[src/rtl/feature_pkg.sv]
// Shared types and constants for the feature fetch path: record field layout,
// widths and the saturating counter arithmetic.
package feature_pkg;

    localparam int unsigned REC_W   = 192;
    localparam int unsigned VEC_W   = 160;
    localparam int unsigned META_W  = 128;
    localparam int unsigned FIELD_W = 8;
    localparam int unsigned TAG_W   = 32;

    localparam logic [7:0] MIN_INIT = 8'hFF;

    localparam int unsigned MAX_SIZE_LSB  = 0;
    localparam int unsigned MIN_SIZE_LSB  = 8;
    localparam int unsigned MAX_ARIT_LSB  = 16;
    localparam int unsigned MIN_ARIT_LSB  = 24;
    localparam int unsigned N_PKT_LSB     = 32;
    localparam int unsigned FLOW_DURT_LSB = 40;
    localparam int unsigned FLOW_SIZE_LSB = 48;
    localparam int unsigned REC_VALID_BIT = 56;
    localparam int unsigned TAG_LSB       = 64;

    typedef struct packed {
        logic [TAG_W-1:0]   hash;
        logic [FIELD_W-1:0] pkt_size;
        logic [FIELD_W-1:0] pkt_arit;
        logic [META_W-1:0]  meta;
    } req_t;

    function automatic logic [7:0] sat_add8(input logic [7:0] a, input logic [7:0] b);
        logic [8:0] sum;
        sum = {1'b0, a} + {1'b0, b};
        return sum[8] ? 8'hFF : sum[7:0];
    endfunction

endpackage

[src/rtl/feature_fetch_unit_if.sv]
// Per-packet request channel into the feature fetch unit.
interface feature_fetch_unit_if;
    import feature_pkg::*;

    logic               i_req_v;
    logic               i_req_rdy;
    logic [TAG_W-1:0]   i_hash;
    logic [FIELD_W-1:0] i_pkt_size;
    logic [FIELD_W-1:0] i_pkt_arit;
    logic [META_W-1:0]  i_meta;

    modport master (
        output i_req_v, i_hash, i_pkt_size, i_pkt_arit, i_meta,
        input  i_req_rdy
    );

    modport slave (
        input  i_req_v, i_hash, i_pkt_size, i_pkt_arit, i_meta,
        output i_req_rdy
    );

endinterface

[src/rtl/pending_addr_table.sv]
// Tracks cache indices issued but not yet written back, to stall read-after-write
// hazards on the same flow.
module pending_addr_table #(
    parameter int unsigned ADDR_W  = 10,
    parameter int unsigned MAX_OUT = 4
) (
    input  logic              clk,
    input  logic              rst,
    input  logic [ADDR_W-1:0] req_idx,
    input  logic              insert,
    input  logic              clear,
    input  logic [ADDR_W-1:0] clear_idx,
    output logic              full,
    output logic              match
);
    localparam int unsigned CntW = $clog2(MAX_OUT + 1);

    logic [ADDR_W-1:0] idx_q [MAX_OUT];
    logic [ADDR_W-1:0] idx_d [MAX_OUT];
    logic [CntW-1:0]   cnt_q, cnt_d;
    logic              clr_hit;
    logic [CntW-1:0]   clr_pos;
    logic [CntW-1:0]   ins_pos;

    assign full = (cnt_q == CntW'(MAX_OUT));

    always_comb begin
        match = 1'b0;
        for (int i = 0; i < MAX_OUT; i++) begin
            if (CntW'(i) < cnt_q && idx_q[i] == req_idx) match = 1'b1;
        end
    end

    // Slots are kept packed oldest-first, so the lowest matching slot is the oldest.
    always_comb begin
        clr_hit = 1'b0;
        clr_pos = '0;
        for (int i = MAX_OUT - 1; i >= 0; i--) begin
            if (CntW'(i) < cnt_q && idx_q[i] == clear_idx) begin
                clr_hit = 1'b1;
                clr_pos = CntW'(i);
            end
        end
    end

    always_comb begin
        idx_d = idx_q;
        cnt_d = cnt_q;
        if (clear && clr_hit) begin
            for (int i = 0; i < MAX_OUT - 1; i++) begin
                if (CntW'(i) >= clr_pos) idx_d[i] = idx_q[i + 1];
            end
            cnt_d = cnt_q - CntW'(1);
        end
        ins_pos = cnt_d;
        if (insert) begin
            for (int i = 0; i < MAX_OUT; i++) begin
                if (CntW'(i) == ins_pos) idx_d[i] = req_idx;
            end
            cnt_d = cnt_d + CntW'(1);
        end
    end

    always_ff @(posedge clk or posedge rst) begin
        if (rst) begin
            cnt_q <= '0;
            for (int i = 0; i < MAX_OUT; i++) idx_q[i] <= '0;
        end else begin
            cnt_q <= cnt_d;
            idx_q <= idx_d;
        end
    end

endmodule

[src/rtl/feature_fetch_unit.sv]
// Read-side front end of the feature path: fetches the flow record, checks the tag
// and issues updated history plus packet fields to the ALU cluster.
module feature_fetch_unit
    import feature_pkg::*;
#(
    parameter int unsigned ADDR_W  = 10,
    parameter int unsigned RD_LAT  = 2,
    parameter int unsigned MAX_OUT = 4
) (
    input  logic                 clk,
    input  logic                 rst,
    feature_fetch_unit_if.slave  req,
    input  logic [7:0]           threshold,
    output logic [31:0]          rcache_addr,
    output logic                 rcache_en,
    input  logic [REC_W-1:0]     rcache_data,
    input  logic [VEC_W-1:0]     rvec_data,
    input  logic [31:0]          wcache_addr,
    input  logic                 wea_cache,
    output logic [7:0]           hist_max_pkt_size,
    output logic [7:0]           hist_min_pkt_size,
    output logic [7:0]           hist_max_pkt_arit,
    output logic [7:0]           hist_min_pkt_arit,
    output logic                 hist_data_v,
    output logic [VEC_W-1:0]     o_vec_feature,
    output logic [7:0]           pkt_size,
    output logic [7:0]           pkt_arit,
    output logic [7:0]           n_pkt,
    output logic [7:0]           flow_durt,
    output logic [7:0]           flow_size,
    output logic [31:0]          o_hash,
    output logic                 size_arit_v,
    output logic                 reach_thrh,
    output logic [META_W-1:0]    o_meta,
    output logic                 o_meta_v
);
    logic [ADDR_W-1:0] req_idx;
    logic              tbl_full, tbl_match, accept;
    req_t              in_req, tail;
    req_t              pipe_q [RD_LAT];
    logic [RD_LAT-1:0] pipe_v_q;
    logic              tail_v, rec_hit;
    logic [7:0]        n_pkt_d, flow_durt_d, flow_size_d;
    logic              unused;

    assign req_idx       = req.i_hash[ADDR_W-1:0];
    assign req.i_req_rdy = !rst && !tbl_full && !tbl_match;
    assign accept        = req.i_req_v && req.i_req_rdy;
    assign rcache_en     = accept;
    assign rcache_addr   = accept ? {{(32 - ADDR_W){1'b0}}, req_idx} : 32'd0;
    assign in_req        = '{hash: req.i_hash, pkt_size: req.i_pkt_size,
                             pkt_arit: req.i_pkt_arit, meta: req.i_meta};
    assign unused        = ^{rcache_data[REC_W-1:96], rcache_data[63:57],
                             wcache_addr[31:ADDR_W]};

    pending_addr_table #(
        .ADDR_W  (ADDR_W),
        .MAX_OUT (MAX_OUT)
    ) u_pending (
        .clk       (clk),
        .rst       (rst),
        .req_idx   (req_idx),
        .insert    (accept),
        .clear     (wea_cache),
        .clear_idx (wcache_addr[ADDR_W-1:0]),
        .full      (tbl_full),
        .match     (tbl_match)
    );

    // Request fields travel alongside the cache read so they line up with returning data.
    always_ff @(posedge clk or posedge rst) begin
        if (rst) begin
            pipe_v_q <= '0;
            for (int i = 0; i < RD_LAT; i++) pipe_q[i] <= '0;
        end else begin
            pipe_v_q[0] <= accept;
            pipe_q[0]   <= in_req;
            for (int i = 1; i < RD_LAT; i++) begin
                pipe_v_q[i] <= pipe_v_q[i-1];
                pipe_q[i]   <= pipe_q[i-1];
            end
        end
    end

    assign tail    = pipe_q[RD_LAT-1];
    assign tail_v  = pipe_v_q[RD_LAT-1];
    assign rec_hit = rcache_data[REC_VALID_BIT] &&
                     (rcache_data[TAG_LSB +: TAG_W] == tail.hash);

    // A tag mismatch evicts the old flow, so it starts fresh exactly like a miss.
    always_comb begin
        n_pkt_d     = 8'd1;
        flow_durt_d = 8'd0;
        flow_size_d = tail.pkt_size;
        if (rec_hit) begin
            n_pkt_d     = sat_add8(rcache_data[N_PKT_LSB +: FIELD_W], 8'd1);
            flow_durt_d = sat_add8(rcache_data[FLOW_DURT_LSB +: FIELD_W], tail.pkt_arit);
            flow_size_d = sat_add8(rcache_data[FLOW_SIZE_LSB +: FIELD_W], tail.pkt_size);
        end
    end

    always_ff @(posedge clk or posedge rst) begin
        if (rst) begin
            hist_data_v       <= 1'b0;
            reach_thrh        <= 1'b0;
            hist_max_pkt_size <= 8'd0;
            hist_min_pkt_size <= MIN_INIT;
            hist_max_pkt_arit <= 8'd0;
            hist_min_pkt_arit <= MIN_INIT;
            o_vec_feature     <= '0;
            pkt_size          <= 8'd0;
            pkt_arit          <= 8'd0;
            n_pkt             <= 8'd0;
            flow_durt         <= 8'd0;
            flow_size         <= 8'd0;
            o_hash            <= 32'd0;
            o_meta            <= '0;
        end else begin
            hist_data_v <= tail_v;
            reach_thrh  <= tail_v && (threshold != 8'd0) && (n_pkt_d == threshold);
            if (tail_v) begin
                hist_max_pkt_size <= rec_hit ? rcache_data[MAX_SIZE_LSB +: FIELD_W] : 8'd0;
                hist_min_pkt_size <= rec_hit ? rcache_data[MIN_SIZE_LSB +: FIELD_W] : MIN_INIT;
                hist_max_pkt_arit <= rec_hit ? rcache_data[MAX_ARIT_LSB +: FIELD_W] : 8'd0;
                hist_min_pkt_arit <= rec_hit ? rcache_data[MIN_ARIT_LSB +: FIELD_W] : MIN_INIT;
                o_vec_feature     <= rec_hit ? rvec_data : '0;
                pkt_size          <= tail.pkt_size;
                pkt_arit          <= tail.pkt_arit;
                n_pkt             <= n_pkt_d;
                flow_durt         <= flow_durt_d;
                flow_size         <= flow_size_d;
                o_hash            <= tail.hash;
                o_meta            <= tail.meta;
            end
        end
    end

    assign size_arit_v = hist_data_v;
    assign o_meta_v    = hist_data_v;

endmodule

[src/flat_wrapper.sv]
// flat-port wrapper written by rule: the top's interface ports become plain ports
module feature_fetch_unit_flat import feature_pkg::*;
#(
    parameter int unsigned ADDR_W  = 10,
    parameter int unsigned RD_LAT  = 2,
    parameter int unsigned MAX_OUT = 4
)
  (clk, rst, threshold, rcache_addr, rcache_en, rcache_data, rvec_data, wcache_addr, wea_cache, hist_max_pkt_size, hist_min_pkt_size, hist_max_pkt_arit, hist_min_pkt_arit, hist_data_v, o_vec_feature, pkt_size, pkt_arit, n_pkt, flow_durt, flow_size, o_hash, size_arit_v, reach_thrh, o_meta, o_meta_v, req_i_req_v, req_i_hash, req_i_pkt_size, req_i_pkt_arit, req_i_meta, req_i_req_rdy);
  feature_fetch_unit_if req_i ();
  input  logic clk;
  input  logic rst;
  input  logic [7:0] threshold;
  output logic [31:0] rcache_addr;
  output logic rcache_en;
  input  logic [REC_W-1:0] rcache_data;
  input  logic [VEC_W-1:0] rvec_data;
  input  logic [31:0] wcache_addr;
  input  logic wea_cache;
  output logic [7:0] hist_max_pkt_size;
  output logic [7:0] hist_min_pkt_size;
  output logic [7:0] hist_max_pkt_arit;
  output logic [7:0] hist_min_pkt_arit;
  output logic hist_data_v;
  output logic [VEC_W-1:0] o_vec_feature;
  output logic [7:0] pkt_size;
  output logic [7:0] pkt_arit;
  output logic [7:0] n_pkt;
  output logic [7:0] flow_durt;
  output logic [7:0] flow_size;
  output logic [31:0] o_hash;
  output logic size_arit_v;
  output logic reach_thrh;
  output logic [META_W-1:0] o_meta;
  output logic o_meta_v;
  input wire logic [$bits(req_i.i_req_v)-1:0] req_i_req_v;
  input wire logic [$bits(req_i.i_hash)-1:0] req_i_hash;
  input wire logic [$bits(req_i.i_pkt_size)-1:0] req_i_pkt_size;
  input wire logic [$bits(req_i.i_pkt_arit)-1:0] req_i_pkt_arit;
  input wire logic [$bits(req_i.i_meta)-1:0] req_i_meta;
  output wire logic [$bits(req_i.i_req_rdy)-1:0] req_i_req_rdy;
  assign req_i.i_req_v = req_i_req_v;
  assign req_i.i_hash = req_i_hash;
  assign req_i.i_pkt_size = req_i_pkt_size;
  assign req_i.i_pkt_arit = req_i_pkt_arit;
  assign req_i.i_meta = req_i_meta;
  assign req_i_req_rdy = req_i.i_req_rdy;
  feature_fetch_unit #(.ADDR_W(ADDR_W), .RD_LAT(RD_LAT), .MAX_OUT(MAX_OUT)) u_core (.clk(clk), .rst(rst), .req(req_i), .threshold(threshold), .rcache_addr(rcache_addr), .rcache_en(rcache_en), .rcache_data(rcache_data), .rvec_data(rvec_data), .wcache_addr(wcache_addr), .wea_cache(wea_cache), .hist_max_pkt_size(hist_max_pkt_size), .hist_min_pkt_size(hist_min_pkt_size), .hist_max_pkt_arit(hist_max_pkt_arit), .hist_min_pkt_arit(hist_min_pkt_arit), .hist_data_v(hist_data_v), .o_vec_feature(o_vec_feature), .pkt_size(pkt_size), .pkt_arit(pkt_arit), .n_pkt(n_pkt), .flow_durt(flow_durt), .flow_size(flow_size), .o_hash(o_hash), .size_arit_v(size_arit_v), .reach_thrh(reach_thrh), .o_meta(o_meta), .o_meta_v(o_meta_v));
endmodule
[config.mk]
export PLATFORM = sky130hd
export DESIGN_NAME = feature_fetch_unit_flat
export DESIGN_NICKNAME = d
export VERILOG_FILES = /design/src/rtl/feature_pkg.sv /design/src/rtl/feature_fetch_unit_if.sv /design/src/rtl/pending_addr_table.sv /design/src/rtl/feature_fetch_unit.sv /design/src/flat_wrapper.sv
export SDC_FILE = /design/constraint.sdc
export NUM_CORES = 1
export LEC_CHECK = 0
export ABC_AREA = 0
export BUFFER_PORTS_ARGS = -buffer_cell sky130_fd_sc_hd__buf_4
export CAP_MARGIN = 20
export CELL_PAD_IN_SITES_DETAIL_PLACEMENT = 1
export CELL_PAD_IN_SITES_GLOBAL_PLACEMENT = 2
export CORE_AREA = 2 2 385 387
export CTS_BUF_LIST = sky130_fd_sc_hd__clkbuf_2
export CTS_CLUSTER_SIZE = 24
export DETAILED_ROUTE_END_ITERATION = 16
export DIE_AREA = 0 0 387 389
export PLACE_DENSITY = 0.63
export SYNTH_ARGS = -nofsm -noshare
export SYNTH_HDL_FRONTEND = slang
export SYNTH_SLANG_ARGS = --single-unit
[constraint.sdc]
create_clock -name clk -period 42.8 [get_ports clk]
set_input_delay 0 -clock clk [delete_from_list [all_inputs] [get_ports clk]]
set_output_delay 0 -clock clk [all_outputs]
set_load 0.005 [all_outputs]
==> results of run 1 <==
-- per-stage QoR --
stage | instance area [um2] | hold WS (ns) | cells | util | setup slack (ns)
detailed placement | 37600 | 0.110 | 4721 | 0.256 | 37.94
global placement | 37500 | 0.109 | 4719 | 0.256 | 37.60
floorplan | 29100 | 0.0314 | 2056 | - | 20.62
-- cell families after synthesis --
group,count (synthesis),synth area share
DFF,791,0.682
and+or+nand+nor,403,0.0656
AOI/OAI and AO/OA,269,0.0768
muxes,255,0.100
buffers and inverters,167,0.0261
xor gates and xnor gates,127,0.0392
adders and majority gates,22,0.00999
other,1,0.000129
==> results, run 1 <==
- The flow did not finish.
- The last flow stage reached is clock tree synthesis.
- The tool reported: "[ERROR RSZ-0060] Max buffer count reached".
- The root buffer cell is clkbuf_2.
- The number of enable-type register cells in the synthesized netlist is 0.
- The effective utilization at floorplan is 0.198.
- The floorplan step set the die width to 387 um.
- The number of resized instances in the post-cts repair step is 0.
- The maximum buffer depth of the clock tree is 3.
- After floorplanning, the core was divided into 141 placement rows.
- The most frequently used flop master after synthesis is dfrtp_1.
- The average cell area after synthesis is 14.3 um2.
- Clock tree synthesis found a total of 791 sinks.
- The synthesized design spends more area on one cell type than any other, namely dfrtp_1.
- Counting the buffers created by CTS gives 216.
- The CTS H-tree depth is 4.
- Counting flops and latches in the post-synthesis netlist gives 791.
- 1,002 I/O pins were placed.
- The share of async-settable or async-resettable flops after synthesis is 1.00.
- Sorting the synthesized cells by area gives the leading types as dfrtp_1, mux2_2, o2bb2ai_1.
- The global placer's final weighted congestion is 0.796.
- Buffers added to address setup during post-CTS repair amount to 0.
- Of the synthesized area, sequential elements account for 0.682.
- For this design, the CTS-stage hold fixing added 1,019 buffers.
- The fraction of synthesized cell area taken by the top area cell type is 0.668.
- The distinct cell type count after synthesis is 71.
- The count of port buffers added during placement is 854.
- The die is 389 um tall.
- The HPWL reported at the end of detailed placement is 80,800 um.
- The commonest cells after synthesis are dfrtp_1, mux2_2, nand2_1.
- Yosys instantiated no cell more often than dfrtp_1.
- Counting every instance in the synthesized netlist gives 2,035.
- The area of the mapped netlist is 29,000 um2.
- The total of warnings raised by yosys is 0.
==> inputs of run 2 (changes only) <==
Settings changed: CELL_PAD_IN_SITES_DETAIL_PLACEMENT 1 to not set, CELL_PAD_IN_SITES_GLOBAL_PLACEMENT 2 to not set, CORE_AREA 2 2 385 387 to 2 2 388 390, CTS_BUF_LIST sky130_fd_sc_hd__clkbuf_2 to not set, CTS_CLUSTER_SIZE 24 to not set, DIE_AREA 0 0 387 389 to 0 0 390 392, PLACE_DENSITY 0.63 to not set, PLACE_DENSITY_LB_ADDON set to 0.15.
==> run 2 against run 1 <==
The run now ends clean. Synthesized cell count did not move. Area after synthesis did not move.
==> results, run 2 <==
- The run finished with clean final reports.
- Based on the critical path, the design can be clocked at up to 0.182 GHz.
- From bottom edge to top edge, the die measures 392 um.
- The fraction of met2 tracks used by global routing is 0.242.
- The relative max-transition margin is 0.273.
- Setup slack on the critical path of the routed design comes to 37.32 ns.
- The floorplan has 142 rows.
- The register containing the most flip-flops in the final layout is u_core.pipe_q.
- The total wire length is 112,000 um.
- For the worst setup path, the data arrival time is 6.11 ns.
- The layout cell share with drive strength beyond 1 is 0.370.
- The register clock-pin slew on the reported worst setup and hold paths is 0.06 ns.
- Buffers inserted to repair hold after CTS numbered 574.
- The number of failing setup endpoints in the final timing report is 0.
- Counting stages on the worst path, the most repeated cell is dlygate4sd3_1.
- The average cell area after synthesis is 14.3 um2.
- The worst slack on hold paths is 0.0778 ns.
- Leaving out fill and tap cells, the most frequent cells in the layout are buf_4, dfrtp_1, dlygate4sd3_1.
- Of the total power, the share spent switching nets is 0.283.
- The number of failing hold endpoints at the final stage was 0.
- The netlist uses 71 different library cells.
- In the global route stage, met3 resource usage came out at 0.0491.
- After global routing the overflow that remains totals 0.
- The detailed-route via count is 21.6k.
- By count the netlist is led by dfrtp_1, mux2_2, nand2_1.
- The TritonCTS clock tree is done.
- Prior to clock tree synthesis, the placed netlist has a worst setup slack of 38.02 ns.
- The number of vias per cell is 3.93.
- Adding up every negative setup slack in the final design gives 0 ns.
- The share of async-settable or async-resettable flops after synthesis is 1.00.
- The post-detailed-placement cell area is 37,500 um2.
- The maximum VDD drop is 0.0000319 V.
- The clock latency of the later-clocked register in the worst-skew pair is 0.70 ns.
- After synthesis, the cell types taking the most area are dfrtp_1, mux2_2, o2bb2ai_1.
- Setup repair after global routing left no endpoint under its margin.
- From left edge to right edge, the die measures 390 um.
- The count of maximum capacitance violations is 0.
- At the pin with the least slew margin, the transition time is 1.08 ns.
- The global placer's final weighted congestion is 0.768.
- The number of antenna violations at the first check in global routing is 24.
- The wire length per cell is 20.4 um.
- For this design, the slowest cell found on the critical path is xnor2_1.
- The remaining routing DRC violations is 0.
- The largest registers in the layout are u_core.pipe_q x352, u_core.o_vec_feature x160, u_core.o_meta x128.
- The worst setup path is captured at a flip-flop.
- The TritonCTS buffer count is 97.
- Clock tree synthesis selected as its root buffer the cell clkbuf_16.
- The power after layout is 2.21 mW.
- The post-layout net count is 4,061.
- The count of port buffers added during placement is 854.
- At the worst endpoint, the required time is 43.42 ns.
- The path class of the tightest hold or removal check is in2reg.
- The synthesized design spends more area on one cell type than any other, namely dfrtp_1.
- The most repeated cell in the gate-level netlist after synthesis is dfrtp_1.
- In this run the deepest clock path goes through 3 buffers.
- Summed over all nets, the switching power comes to 0.626 mW.
- The start-to-end type of the worst setup path is reg2reg.
- In the finished design, the share of the clock period the worst path needs comes to 0.128.
- Counting every instance in the synthesized netlist gives 2,035.
- The count of final max-slew check failures is 0.
- The area added between synthesis and finish is 59.7%.
- The first global-routing pass estimated 162,000 um of wire.
- The share of synthesized area in the top cell type comes to 0.668.
- The leading cell type in the layout, fill and taps excluded is buf_4.
- The share of the Yosys chip area taken by registers is 0.682.
- The combinational power share is 0.216.
- The core box area is 149,000 um2.
- In this run the static leakage power is 20.6 nW.
- Once the clock tree was built, the setup fixing pass inserted 0 buffers.
- The routing layer with the top usage in global route is met2.
- The CTS H-tree depth is 3.
- The most frequently used flop master after synthesis is dfrtp_1.
- Cell internal power was estimated by the tool at 1.58 mW.
- The largest clock skew in the final design is 0.0224 ns.
- Dividing total power by cell area gives a power density of 47.6 nW/um2.
- The total routing usage reported by global routing is 0.143.
- The number of resized instances in the post-cts repair step is 0.
- The synthesized netlist occupies a cell area of 29,000 um2.
- With fillers left out, the area of the finished cells amounts to 46,400 um2.
- For this configuration, the core starts out at a cell density of 0.195.
- The flip-flop count of the largest register after layout is 352.
- The flop and latch count out of synthesis is 791.
- The HPWL reported at the end of detailed placement is 80,200 um.
- In this run, synthesis inferred 0 flip-flops with an integrated enable.
- Once detail routing completed, the nets flagged for antenna violations numbered 0.
- The delay of the slowest critical-path stage is 0.86 ns.
- The startpoint kind of the worst setup timing path is a flip-flop.
- In the global route stage, met1 resource usage came out at 0.171.
- The detailed router finished its first iteration with 838 violations.
- Broken down by cell family, the worst path's largest delay share belongs to buffers and inverters.
- The minimum period implied by the final worst setup slack is 5.48 ns.
- Along the worst path, the maximum fanout reaches 26.
- The number of search-and-repair iterations in the first detailed-routing pass is 4.
- The number of global-route vias before repair came to 23.1k.
- The die area is 153,000 um2.
- The number of primary I/O pins is 1,002.
- The critical path goes through xnor2_1 > nand2_1 > nor4_1 > buf_4 > nand3_2 > o21ai_0 > dlygate4sd3_1 > nand4_1 > dlygate4sd3_1 > nor4_1 > dlygate4sd3_1.
- The relative contribution of the clock network to total power is 0.363.
- The number of buffers and inverters on the critical path is 4.
- The portion of total power attributed to sequential cells is 0.421.
- The clock net sink count is 791.
- For this run, the number of Yosys warnings is 0.
- Entering global routing, the biggest net connects 144 pins.
## run 2: cell counts after synthesis
Identical to the previous run, type by type.
## run 2: final timing paths
| kind | from | to | slack [ns] | depth (start not counted) |
|---|---|---|---|---|
| setup reg to reg | u_core.pipe_q[174]$_DFF_PP0_ | u_core.reach_thrh$_DFF_PP0_ | 37.32 | 11 |
| min in group asynchronous | rst | u_core.u_pending.idx_q[7]$_DFFE_PP0P_ | 0.09 | 3 |
| max in group asynchronous | rst | u_core.o_meta[71]$_DFFE_PP0P_ | 39.78 | 6 |
| hold / removal | rcache_data[51] | u_core.flow_size[3]$_DFFE_PP0P_ | 0.08 | 6 |
| setup / recovery | u_core.pipe_q[174]$_DFF_PP0_ | u_core.reach_thrh$_DFF_PP0_ | 37.32 | 11 |
| hold reg to reg | u_core.pipe_q[297]$_DFF_PP0_ | u_core.pipe_q[121]$_DFF_PP0_ | 0.33 | 0 |
## run 2: through the flow
step	cells	util
6_report	5495	0.312
5_1_grt	5492	0.312
2_1_floorplan	2056	-
3_3_place_gp	4737	0.252
3_5_place_dp	4737	0.252
4_1_cts	5484	0.311
## run 2: tightest hold or removal path, cell delays in order
cell     delay, ns
buf_4         0.08
ha_1          0.14
inv_1         0.06
xnor2_1       0.12
a31oi_1       0.17
mux2_2        0.16
## run 2: routing by layer
layer | wire length, um | part of all wire | vias up
met5 | 93 | 0.00083 | -
met4 | 2890 | 0.026 | 14
met3 | 8160 | 0.073 | 144
met2 | 55300 | 0.49 | 626
met1 | 45600 | 0.41 | 10876
li1 | - | - | 9959
## run 2: cells by family after synthesis
group,Yosys count,synth area share
compound gates,269,0.0768
xor+xnor,127,0.0392
fa+ha+maj,22,0.00999
buf+inv,167,0.0261
flops,791,0.682
mux,255,0.100
other cells,1,0.000129
simple gates,403,0.0656
## run 2: cell type report
class                      instances  area (um2)
timing repair buffer            1453       12400
clock buffer                     143        2750
multi-input combinational       1098        8570
sequential                       791       19800
tap                             1944        2430
antenna                           10        25.0
fill                           15235      102000
clock inverter                    30         314
inverter                          26         110
## run 2: power groups by stage
stage / logic, mW / registers (mW) / clock network (mW)
floorplan: 0.218 / 0.926 / 0
finish: 0.477 / 0.929 / 0.801
CTS: 0.489 / 0.932 / 0.838
detailed placement: 0.442 / 0.944 / 0
global placement: 0.443 / 0.942 / 0
global route: 0.520 / 0.945 / 0.863
Power figures use the tool's default switching activity.
